==> config.mk <==
export PLATFORM = sky130hd
export DESIGN_NAME = keypad_tx_sequencer
export DESIGN_NICKNAME = d
export VERILOG_FILES = /design/src/rtl/keypad_pkg.sv /design/src/rtl/keypad_fifo.sv /design/src/rtl/keypad_tx_sequencer.sv
export SDC_FILE = /design/constraint.sdc
export NUM_CORES = 1
export LEC_CHECK = 0
export ABC_AREA = 1
export CORE_MARGIN = 3
export CORE_UTILIZATION = 28
export DETAILED_ROUTE_END_ITERATION = 16
export SYNTH_ARGS = -nofsm -noshare
export SYNTH_HDL_FRONTEND = slang
export SYNTH_HIERARCHICAL = 1
export SYNTH_SLANG_ARGS = --single-unit
==> constraint.sdc <==
create_clock -name FPGA_CLK1_50 -period 3.45 [get_ports FPGA_CLK1_50]
set_input_delay 0.345 -clock FPGA_CLK1_50 [delete_from_list [all_inputs] [get_ports FPGA_CLK1_50]]
set_output_delay 0.345 -clock FPGA_CLK1_50 [all_outputs]
set_load 0.05 [all_outputs]
==> src/rtl/keypad_pkg.sv <==
// keypad_pkg: shared sequencer state encoding and ASCII constants for the keypad TX path
package keypad_pkg;
  typedef enum logic [2:0] {IDLE, LOAD, START, WAIT_ACK, WAIT_DONE, GAP} seq_state_t;
  localparam logic [7:0] ASCII_HASH = 8'h23;
  localparam logic [7:0] ASCII_CR = 8'h0D;
  localparam logic [7:0] ASCII_0 = 8'h30;
endpackage

==> src/rtl/keypad_fifo.sv <==
// keypad_fifo: synchronous FIFO; the occupancy count tells full from empty, pointers wrap freely
module keypad_fifo #(
  parameter int WIDTH = 8,
  parameter int DEPTH = 8
) (
  input  logic                     FPGA_CLK1_50,
  input  logic                     reset_n,
  input  logic                     push,
  input  logic                     pop,
  input  logic [WIDTH-1:0]         wdata,
  output logic [WIDTH-1:0]         rdata,
  output logic [$clog2(DEPTH):0]   count
);
  localparam int AW = $clog2(DEPTH);
  logic [WIDTH-1:0] mem [DEPTH];
  logic [AW-1:0] wr_ptr, rd_ptr;
  always_ff @(posedge FPGA_CLK1_50 or negedge reset_n)
    if (!reset_n) begin
      wr_ptr <= '0;
      rd_ptr <= '0;
      count <= '0;
    end else begin
      if (push) wr_ptr <= wr_ptr + 1'b1;
      if (pop) rd_ptr <= rd_ptr + 1'b1;
      count <= count + (AW+1)'(push) - (AW+1)'(pop);
    end
  always_ff @(posedge FPGA_CLK1_50)
    if (push) mem[wr_ptr] <= wdata;
  assign rdata = mem[rd_ptr];
endmodule

==> src/rtl/keypad_tx_sequencer.sv <==
// keypad_tx_sequencer: queues keypad bytes and feeds them one at a time to the UART with an
// enforced inter-byte gap, a busy-acknowledge timeout and ENTER->terminator mapping
module keypad_tx_sequencer
  import keypad_pkg::*;
#(
  parameter int          DEPTH        = 8,
  parameter int          GAP_CYCLES   = 16,
  parameter int          BUSY_TIMEOUT = 1024,
  parameter logic [7:0]  ENTER_CHAR   = ASCII_HASH,
  parameter logic [7:0]  TERM_CHAR    = ASCII_CR
) (
  input  logic                     FPGA_CLK1_50,
  input  logic                     reset_n,
  input  logic                     key_valid,
  input  logic [7:0]               key_ascii,
  input  logic                     tx_busy,
  output logic                     tx_start,
  output logic [7:0]               tx_data,
  output logic [$clog2(DEPTH):0]   fifo_count,
  output logic                     overflow,
  output logic                     timeout_err,
  input  logic                     clr_err
);
  localparam int CW = $clog2(DEPTH) + 1;
  localparam int GW = $clog2(GAP_CYCLES + 1);
  localparam int TW = $clog2(BUSY_TIMEOUT + 1);
  seq_state_t state, nxt;
  logic [GW-1:0] gap_cnt;
  logic [TW-1:0] tmo_cnt;
  logic [7:0] rdata;
  logic full, pop, push, drop, tmo_hit, gap_done;
  assign full = fifo_count == CW'(DEPTH);
  assign pop = state == LOAD;
  // a full FIFO still accepts a key in the cycle the head is being popped
  assign push = key_valid && (!full || pop);
  assign drop = key_valid && full && !pop;
  assign tmo_hit = state == WAIT_ACK && !tx_busy && tmo_cnt == TW'(BUSY_TIMEOUT - 1);
  assign gap_done = gap_cnt == GW'(GAP_CYCLES - 1);
  keypad_fifo #(.WIDTH(8), .DEPTH(DEPTH)) u_fifo (
    .FPGA_CLK1_50 (FPGA_CLK1_50),
    .reset_n      (reset_n),
    .push         (push),
    .pop          (pop),
    .wdata        (key_ascii == ENTER_CHAR ? TERM_CHAR : key_ascii),
    .rdata        (rdata),
    .count        (fifo_count)
  );
  always_ff @(posedge FPGA_CLK1_50 or negedge reset_n)
    if (!reset_n) state <= IDLE;
    else state <= nxt;
  always_comb begin
    nxt = state;
    case (state)
      IDLE:      nxt = fifo_count != '0 ? LOAD : IDLE;
      LOAD:      nxt = START;
      START:     nxt = WAIT_ACK;
      WAIT_ACK:  nxt = tx_busy ? WAIT_DONE : tmo_hit ? GAP : WAIT_ACK;
      WAIT_DONE: nxt = tx_busy ? WAIT_DONE : GAP;
      GAP:       nxt = gap_done ? IDLE : GAP;
      default:   nxt = IDLE;
    endcase
  end
  always_comb tx_start = state == START;
  always_ff @(posedge FPGA_CLK1_50 or negedge reset_n)
    if (!reset_n) begin
      tx_data <= '0;
      gap_cnt <= '0;
      tmo_cnt <= '0;
      overflow <= 1'b0;
      timeout_err <= 1'b0;
    end else begin
      if (pop) tx_data <= rdata;
      gap_cnt <= state == GAP ? gap_cnt + 1'b1 : '0;
      tmo_cnt <= state == WAIT_ACK ? tmo_cnt + 1'b1 : '0;
      overflow <= drop | (overflow & ~clr_err);
      timeout_err <= tmo_hit | (timeout_err & ~clr_err);
    end
endmodule

==> out/metrics.yaml, run 1 <==
synthMostInstantiatedCell: "sky130_fd_sc_hd__nand2_1"
placementRows: 47
place.detailed.instances: 748
viasPerCell: 4.330
netSwitchingFraction_pct: 39.86
numCtsBuffers: 9
p_clk_share_pct: 24.0
worst-setup-path-type: "register to register"
drt_pass1_iterations: 5
finalHoldViolations: 0
count_of_final_setup_violators: 0
ios: 28
clkLatencyLatePin_ns: 0.35
floorplan.die.height_um: 137.3
synth_edf_count: 64
antenna_found_initial: 0
grt_setup_unrepaired: "no"
worst-endpoint-arrival_ns: 2.24
power_density_nw_per_um2: 822.3
crit_path_start_kind: "register"
syn-mean-instance-area_um2: 9.391
sequential_to_total_area_share_from_yosys_stat_pct: 60.03
dpl.hpwl_mm: 7.091
die_width_um: 137.3
finish.cell_count_without_fillers: 764
cap_violations: 0
drive_above_1_share_pct: 8.088
clock-root-buffer: "sky130_fd_sc_hd__clkbuf_16"
antenna_violating_nets_post_route: 0
post-route-period-util_pct: 65.53
fin_worst_hold_slack_ns: 0.1215
timing.max_slew.rel_slack_pct: 40.36
cts-htree-levels: 3
grt_remaining_overflow: 0
ys_types: 32
syn-instance-count: 514
number_of_remaining_drc_errors: 0
worst_setup_path_end_kind: "register"
switching_power_mw: 1.833
yosys_register_bits: 103
via_count: 3308
postCtsHoldBufs: 0
total_power_mw: 4.600
vdd.ir_drop.worst_mv: 0.3091
postSynth.asyncResetShare_pct: 37.86
clock-skew-final_ns: 0.01029
die_area_um2: 18850
nets: 562
synth.top_cells.by_area: "sky130_fd_sc_hd__edfxtp_1, sky130_fd_sc_hd__dfrtp_1, sky130_fd_sc_hd__nand2_1"
type_of_the_worst_min_delay_path: "input port to async pin"
synth_nets: 537
portBuffers: 27
initial_core_utilization_pct: 28.90
layout_min_cycle_time_ns: 2.261
crit_required_ns: 3.43
grt_first_pass_wirelength_mm: 16.26
power_leakage_nw: 2.573
max_freq_mhz: 442.3
cts_repair_resize_count: 0
synth_warnings: 6
netlist_area_um2: 4827
grt_usage_pct: 11.18
status: "completed"
vias_in_the_first_global_route: 3207
wl_per_cell_um: 13.17
p_int_mw: 2.766
diodes: 0
postCtsSetupBuffers: 0
synthFlopType: "sky130_fd_sc_hd__edfxtp_1"
netlist_top_cells_count: "sky130_fd_sc_hd__nand2_1, sky130_fd_sc_hd__inv_1, sky130_fd_sc_hd__edfxtp_1"
tightestPinTransition_ns: 0.8946
clkSlewWorstSetupHoldPaths_ns: 0.07
sequential_share_of_power_pct: 38.9
tritoncts: "built"
timing.critical_path.fanout_max: 8
combinational_cell_fraction_of_total_power_pct: 37.1
grt_start_max_net_pins: 40
slew_viol_final: 0
coreArea_um2: 16700
clock_tree.buffer_depth: 2
netlist.area_leader.share_pct: 39.81
clock_sink_count: 103
gpl.final_weighted_congestion: 0.7872
fill_cells: 1709
drt_iter0_markers: 296
synthDominantAreaCellType: "sky130_fd_sc_hd__edfxtp_1"
tns_ns: 0
area_growth_syn_to_layout_pct: 15.89
postRouteWirelength_mm: 10.06
[flip-flops by register name (all words and copies together), names as in the netlist]
register,cells
tx_data,8
u_fifo/wr_ptr,3
u_fifo/mem,64
state,3
u_fifo/count,4
tmo_cnt,11
gap_cnt,5
u_fifo/rd_ptr,3
overflow,1
timeout_err,1
[stage by stage]
stage	util, %	cell area [µm²]	setup slack (ns)
6_report	33.50	5594	1.189
5_1_grt	33.50	5594	0.9432
4_1_cts	33.50	5594	1.197
3_5_place_dp	31.54	5268	0.9860
3_3_place_gp	31.54	5268	1.011
2_1_floorplan	-	4827	0.9571
[cells by family (layout without fill, tap and decap cells)]
group | count (synthesis) | in the layout | share of synthesized area, %
XOR/XNOR | 8 | 8 | 1.452
flip-flops | 103 | 103 | 60.03
adder cells (fa/ha/maj) | 10 | 10 | 2.748
AND/OR/NAND/NOR | 253 | 253 | 22.68
buffers and inverters | 120 | 150 | 10.73
AO/OA/AOI/OAI | 20 | 20 | 2.359
[critical path: stages (launching register included)]
cell and delay (ns):
sky130_fd_sc_hd__dfrtp_1 0.44, sky130_fd_sc_hd__inv_2 0.09, sky130_fd_sc_hd__nand3_1 0.08, sky130_fd_sc_hd__a21boi_0 0.18
sky130_fd_sc_hd__buf_4 0.17, sky130_fd_sc_hd__inv_1 0.05, sky130_fd_sc_hd__or2_2 0.33, sky130_fd_sc_hd__nor2_1 0.53
[layout by cell type (no fill, tap or decap)]
cell type and count:
sky130_fd_sc_hd__nand4_1 2, sky130_fd_sc_hd__xor2_1 6, sky130_fd_sc_hd__nor2_1 31, sky130_fd_sc_hd__o21bai_1 1, sky130_fd_sc_hd__nor3b_1 4, sky130_fd_sc_hd__clkbuf_16 9, sky130_fd_sc_hd__o211ai_1 1, sky130_fd_sc_hd__ha_1 9
sky130_fd_sc_hd__inv_1 98, sky130_fd_sc_hd__nand2_1 150, sky130_fd_sc_hd__edfxtp_1 64, sky130_fd_sc_hd__bufinv_16 2, sky130_fd_sc_hd__inv_6 2, sky130_fd_sc_hd__clkdlybuf4s50_1 26, sky130_fd_sc_hd__clkinv_1 1, sky130_fd_sc_hd__a21oi_1 8
sky130_fd_sc_hd__nand2_2 12, sky130_fd_sc_hd__or2_2 1, sky130_fd_sc_hd__o21ai_1 1, sky130_fd_sc_hd__clkinv_4 1, sky130_fd_sc_hd__inv_8 1, sky130_fd_sc_hd__inv_2 4, sky130_fd_sc_hd__inv_4 2, sky130_fd_sc_hd__buf_4 3
sky130_fd_sc_hd__a21boi_0 1, sky130_fd_sc_hd__nor2_2 1, sky130_fd_sc_hd__o21bai_2 1, sky130_fd_sc_hd__nand2_4 1, sky130_fd_sc_hd__nor3_1 4, sky130_fd_sc_hd__dfrtp_1 39, sky130_fd_sc_hd__fa_1 1, sky130_fd_sc_hd__buf_2 1
sky130_fd_sc_hd__o21ai_0 7, sky130_fd_sc_hd__xnor2_1 2, sky130_fd_sc_hd__nand3_1 44, sky130_fd_sc_hd__nor2_4 3
[power groups by stage]
stage / clock network [mW] / registers (mW) / logic [mW]
global placement: 0 / 1.80 / 1.67
global route: 1.17 / 1.82 / 1.92
finish: 1.10 / 1.79 / 1.71
floorplan: 0 / 1.95 / 1.12
detailed placement: 0 / 1.81 / 1.71
CTS: 1.13 / 1.79 / 1.72
[metal layers]
layer	global-route usage, %	wire length [µm]	up-vias
met5	0	0	-
met4	3.049	109	0
met3	2.703	648	9
met2	17.52	4566	82
met1	15.52	4737	1577
li1	-	-	1640
[area by class of cell]
type	count	area, µm²	share of cell area [%]
clock buffer	9	225.2	4.026
clock inverter	7	101.3	1.812
inverter	104	395.4	7.068
multi-input combinational	291	1411	25.23
sequential	103	2898	51.80
tap	220	275.3	4.921
timing repair buffer	30	287.8	5.144
[path summary, 6_finish.rpt]
kind | from | to | slack (ns) | cells after the start
setup / recovery | state[2] | u_fifo/mem[6][1] | 1.19 | 7
hold / removal | reset_n | overflow | 0.12 | 1
setup reg to reg | state[2] | u_fifo/mem[6][1] | 1.19 | 7
hold reg to reg | tx_data[6] | tx_data[6] | 0.48 | 2
max in group asynchronous | reset_n | tx_data[2] | 2.77 | 1
min in group FPGA_CLK1_50 | tx_data[6] | tx_data[6] | 0.48 | 2
(Power assumes the default switching activity.)
==> run 2, diff against run 1 <==
==> constraint.sdc (replaced) <==
create_clock -name FPGA_CLK1_50 -period 1.8 [get_ports FPGA_CLK1_50]
set_input_delay 0.18 -clock FPGA_CLK1_50 [delete_from_list [all_inputs] [get_ports FPGA_CLK1_50]]
set_output_delay 0.18 -clock FPGA_CLK1_50 [all_outputs]
set_load 0.05 [all_outputs]
==> run 2 against run 1 <==
Effect of this change: sequential share of layout area shrank 1.8 points; routed wire length up 0.57%; global-route usage is 0.34 points higher; clock power grew 66%; sequential power up 86%; highest routed layer unchanged; sequential cell count unchanged.
==> out/metrics.yaml, run 2 (synthesis gave the netlist of run 1 again) <==
status: "completed"
clock-skew-final_ns: 0.008977  # -0.001316 ns
power_leakage_nw: 2.690  # +4.5%
diodes: 0  # unchanged
p_clk_share_pct: 21.1  # -2.9 points
grt_start_max_net_pins: 35  # -13%
timing.max_slew.rel_slack_pct: 66.22  # +26 points
drive_above_1_share_pct: 14.44  # +6.3 points
ios: 28  # unchanged
nets: 586  # +4.3%
via_count: 3330  # +0.67%
portBuffers: 27  # unchanged
area_growth_syn_to_layout_pct: 20.22
clock_tree.buffer_depth: 2  # unchanged
number_of_remaining_drc_errors: 0  # unchanged
clkLatencyLatePin_ns: 0.35  # about the same
cap_violations: 0  # unchanged
grt_setup_unrepaired: "yes"
sequential_share_of_power_pct: 38.2  # -0.7 points
vias_in_the_first_global_route: 3326  # +3.7%
placementRows: 47  # unchanged
count_of_final_setup_violators: 0  # unchanged
gpl.final_weighted_congestion: 0.8089  # +2.8%
wl_per_cell_um: 12.84  # -2.5%
grt_remaining_overflow: 0  # unchanged
vdd.ir_drop.worst_mv: 0.4713  # +52%
finish.utilization_pct: 34.75  # +1.3 points
layout_commonest_cell: "sky130_fd_sc_hd__nand2_1"
die_width_um: 137.3  # unchanged
grt_usage_pct: 11.52  # +0.34 points
numCtsBuffers: 9  # unchanged
cp_cell_sequence: "inv_2, nand3_4, inv_2, ha_1, inv_1, ha_1, inv_1, fa_1, xnor2_1"
cts-htree-levels: 3  # unchanged
tightestPinTransition_ns: 0.5051  # -0.3894 ns
largest_register_ffs: 64  # unchanged
max_freq_mhz: 570.3  # +29%
p_int_mw: 5.252  # +90%
slew_viol_final: 0  # unchanged
tritoncts: "built"
top_register: "u_fifo/mem"
fin_worst_hold_slack_ns: 0.2246  # +0.1031 ns
grt_first_pass_wirelength_mm: 16.69  # +2.7%
combinational_cell_fraction_of_total_power_pct: 40.7  # +3.6 points
initial_core_utilization_pct: 28.90  # unchanged
switching_power_mw: 3.449  # +88%
floorplan.die.height_um: 137.3  # unchanged
placement.setup.worst_slack_ns: -0.08233  # -1.068 ns
largest_registers: "u_fifo/mem x64, tmo_cnt x11, tx_data x8"
worst-endpoint-arrival_ns: 1.99  # -0.25 ns
netSwitchingFraction_pct: 39.64  # -0.22 points
drt_iter0_markers: 231  # -22%
power_density_nw_per_um2: 1499  # +82%
layout_min_cycle_time_ns: 1.754  # -0.5071 ns
worst_path_cell_with_the_longest_stage_delay: "sky130_fd_sc_hd__dfrtp_1"
type_of_the_worst_min_delay_path: "input port to async pin"
worst-setup-path-type: "register to register"
timing.critical_path.fanout_max: 4  # -4
die_area_um2: 18850  # unchanged
finalHoldViolations: 0  # unchanged
fin_ws_ns: 0.04645  # -1.143 ns
viasPerCell: 4.226  # -2.4%
clock-root-buffer: "sky130_fd_sc_hd__clkbuf_16"
dpl.hpwl_mm: 7.392  # +4.3%
drt_pass1_iterations: 4  # -1
postRouteWirelength_mm: 10.12  # +0.57%
mostFrequentLayoutCells: "sky130_fd_sc_hd__nand2_1, sky130_fd_sc_hd__inv_1, sky130_fd_sc_hd__edfxtp_1, sky130_fd_sc_hd__nand3_1, sky130_fd_sc_hd__dfrtp_1"
antenna_violating_nets_post_route: 0  # unchanged
coreArea_um2: 16700  # unchanged
clock_sink_count: 103  # unchanged
worst_setup_path_end_kind: "register"
reg2regPathDepth: 9  # +2
crit_path_start_kind: "register"
critical_path.max_stage_delay_ns: 0.39  # -0.14 ns
antenna_found_initial: 0  # unchanged
crit_required_ns: 2.03  # -1.40 ns
post-route-period-util_pct: 97.42  # +32 points
clkSlewWorstSetupHoldPaths_ns: 0.07  # about the same
## run 2: cell types whose count changed in the layout (fill, tap and decap cells not counted), moves of 4 or more
cell                              previous run  this run
sky130_fd_sc_hd__nor2_1                     31        27
sky130_fd_sc_hd__dfrtp_1                    39        35
sky130_fd_sc_hd__nor2_4                      3         7
sky130_fd_sc_hd__clkdlybuf4s50_1            26        21
sky130_fd_sc_hd__dfrtp_2                     0         4
sky130_fd_sc_hd__buf_4                       3        28
## run 2: routing by layer
metal | up-vias | track usage, % | part of all wire (%)
li1 | 1692 | - | -
met1 | 1572 | 14.63 | 46
met2 | 46 | 18.58 | 47
met3 | 20 | 2.739 | 3.7
met4 | 0 | 5.377 | 2.9
met5 | - | 0 | 0
## run 2: cell type report
class,count,area (µm²)
Inverter,104,395.4
Tap cell,220,275.3
Sequential cell,103,2903
Clock buffer,13,260.3
Fill cell,1676,10900
Timing Repair Buffer,54,484.2
Multi-Input combinational cell,291,1468
Clock inverter,3,17.52
## run 2: critical path: cells and delay by family, from the launching register on
family                   cells  cell delay, ns
flip-flops                   1            0.39
AND/OR/NAND/NOR              1            0.09
XOR/XNOR                     1            0.14
buffers and inverters        4            0.27
adder cells (fa/ha/maj)      3            0.76
## run 2: through the flow
stage          total power, mW  area [µm²]  instances  TNS, ns
6_report                 8.701        5803        788        0
5_1_grt                  9.348        5803        788  -0.5748
4_1_cts                  8.768        5786        786        0
3_5_place_dp             6.901        5487        769   -3.188
3_3_place_gp             6.804        5487        769   -2.202
2_1_floorplan            5.961        4873        514   -3.434
## run 2: path summary, 6_finish.rpt
kind | from | to | slack [ns]
setup / recovery | state[2] | u_fifo/count[2] | 0.05
hold / removal | reset_n | gap_cnt[0] | 0.22
setup reg to reg | state[2] | u_fifo/count[2] | 0.05
hold reg to reg | gap_cnt[0] | gap_cnt[0] | 0.46
max in group asynchronous | reset_n | tx_data[2] | 1.02
min in group FPGA_CLK1_50 | key_valid | overflow | 0.43
## run 2: timing repair
item / CTS / global route
endpoints found under the hold margin: 19 / 0
setup endpoints to repair: 11 / 37
hold buffers: 1 / 0
pin swaps: 0 / 1
buffers inserted: 0 / 2
gates resized for setup: 3 / 1
## run 2: power groups by stage
stage	Sequential (mW)	Combinational [mW]	Clock (mW)
final	3.33	3.54	1.83
after global routing	3.39	3.97	1.99
after CTS	3.33	3.55	1.88
after detailed placement	3.37	3.53	0
after global placement	3.36	3.45	0
after floorplan	3.75	2.21	0
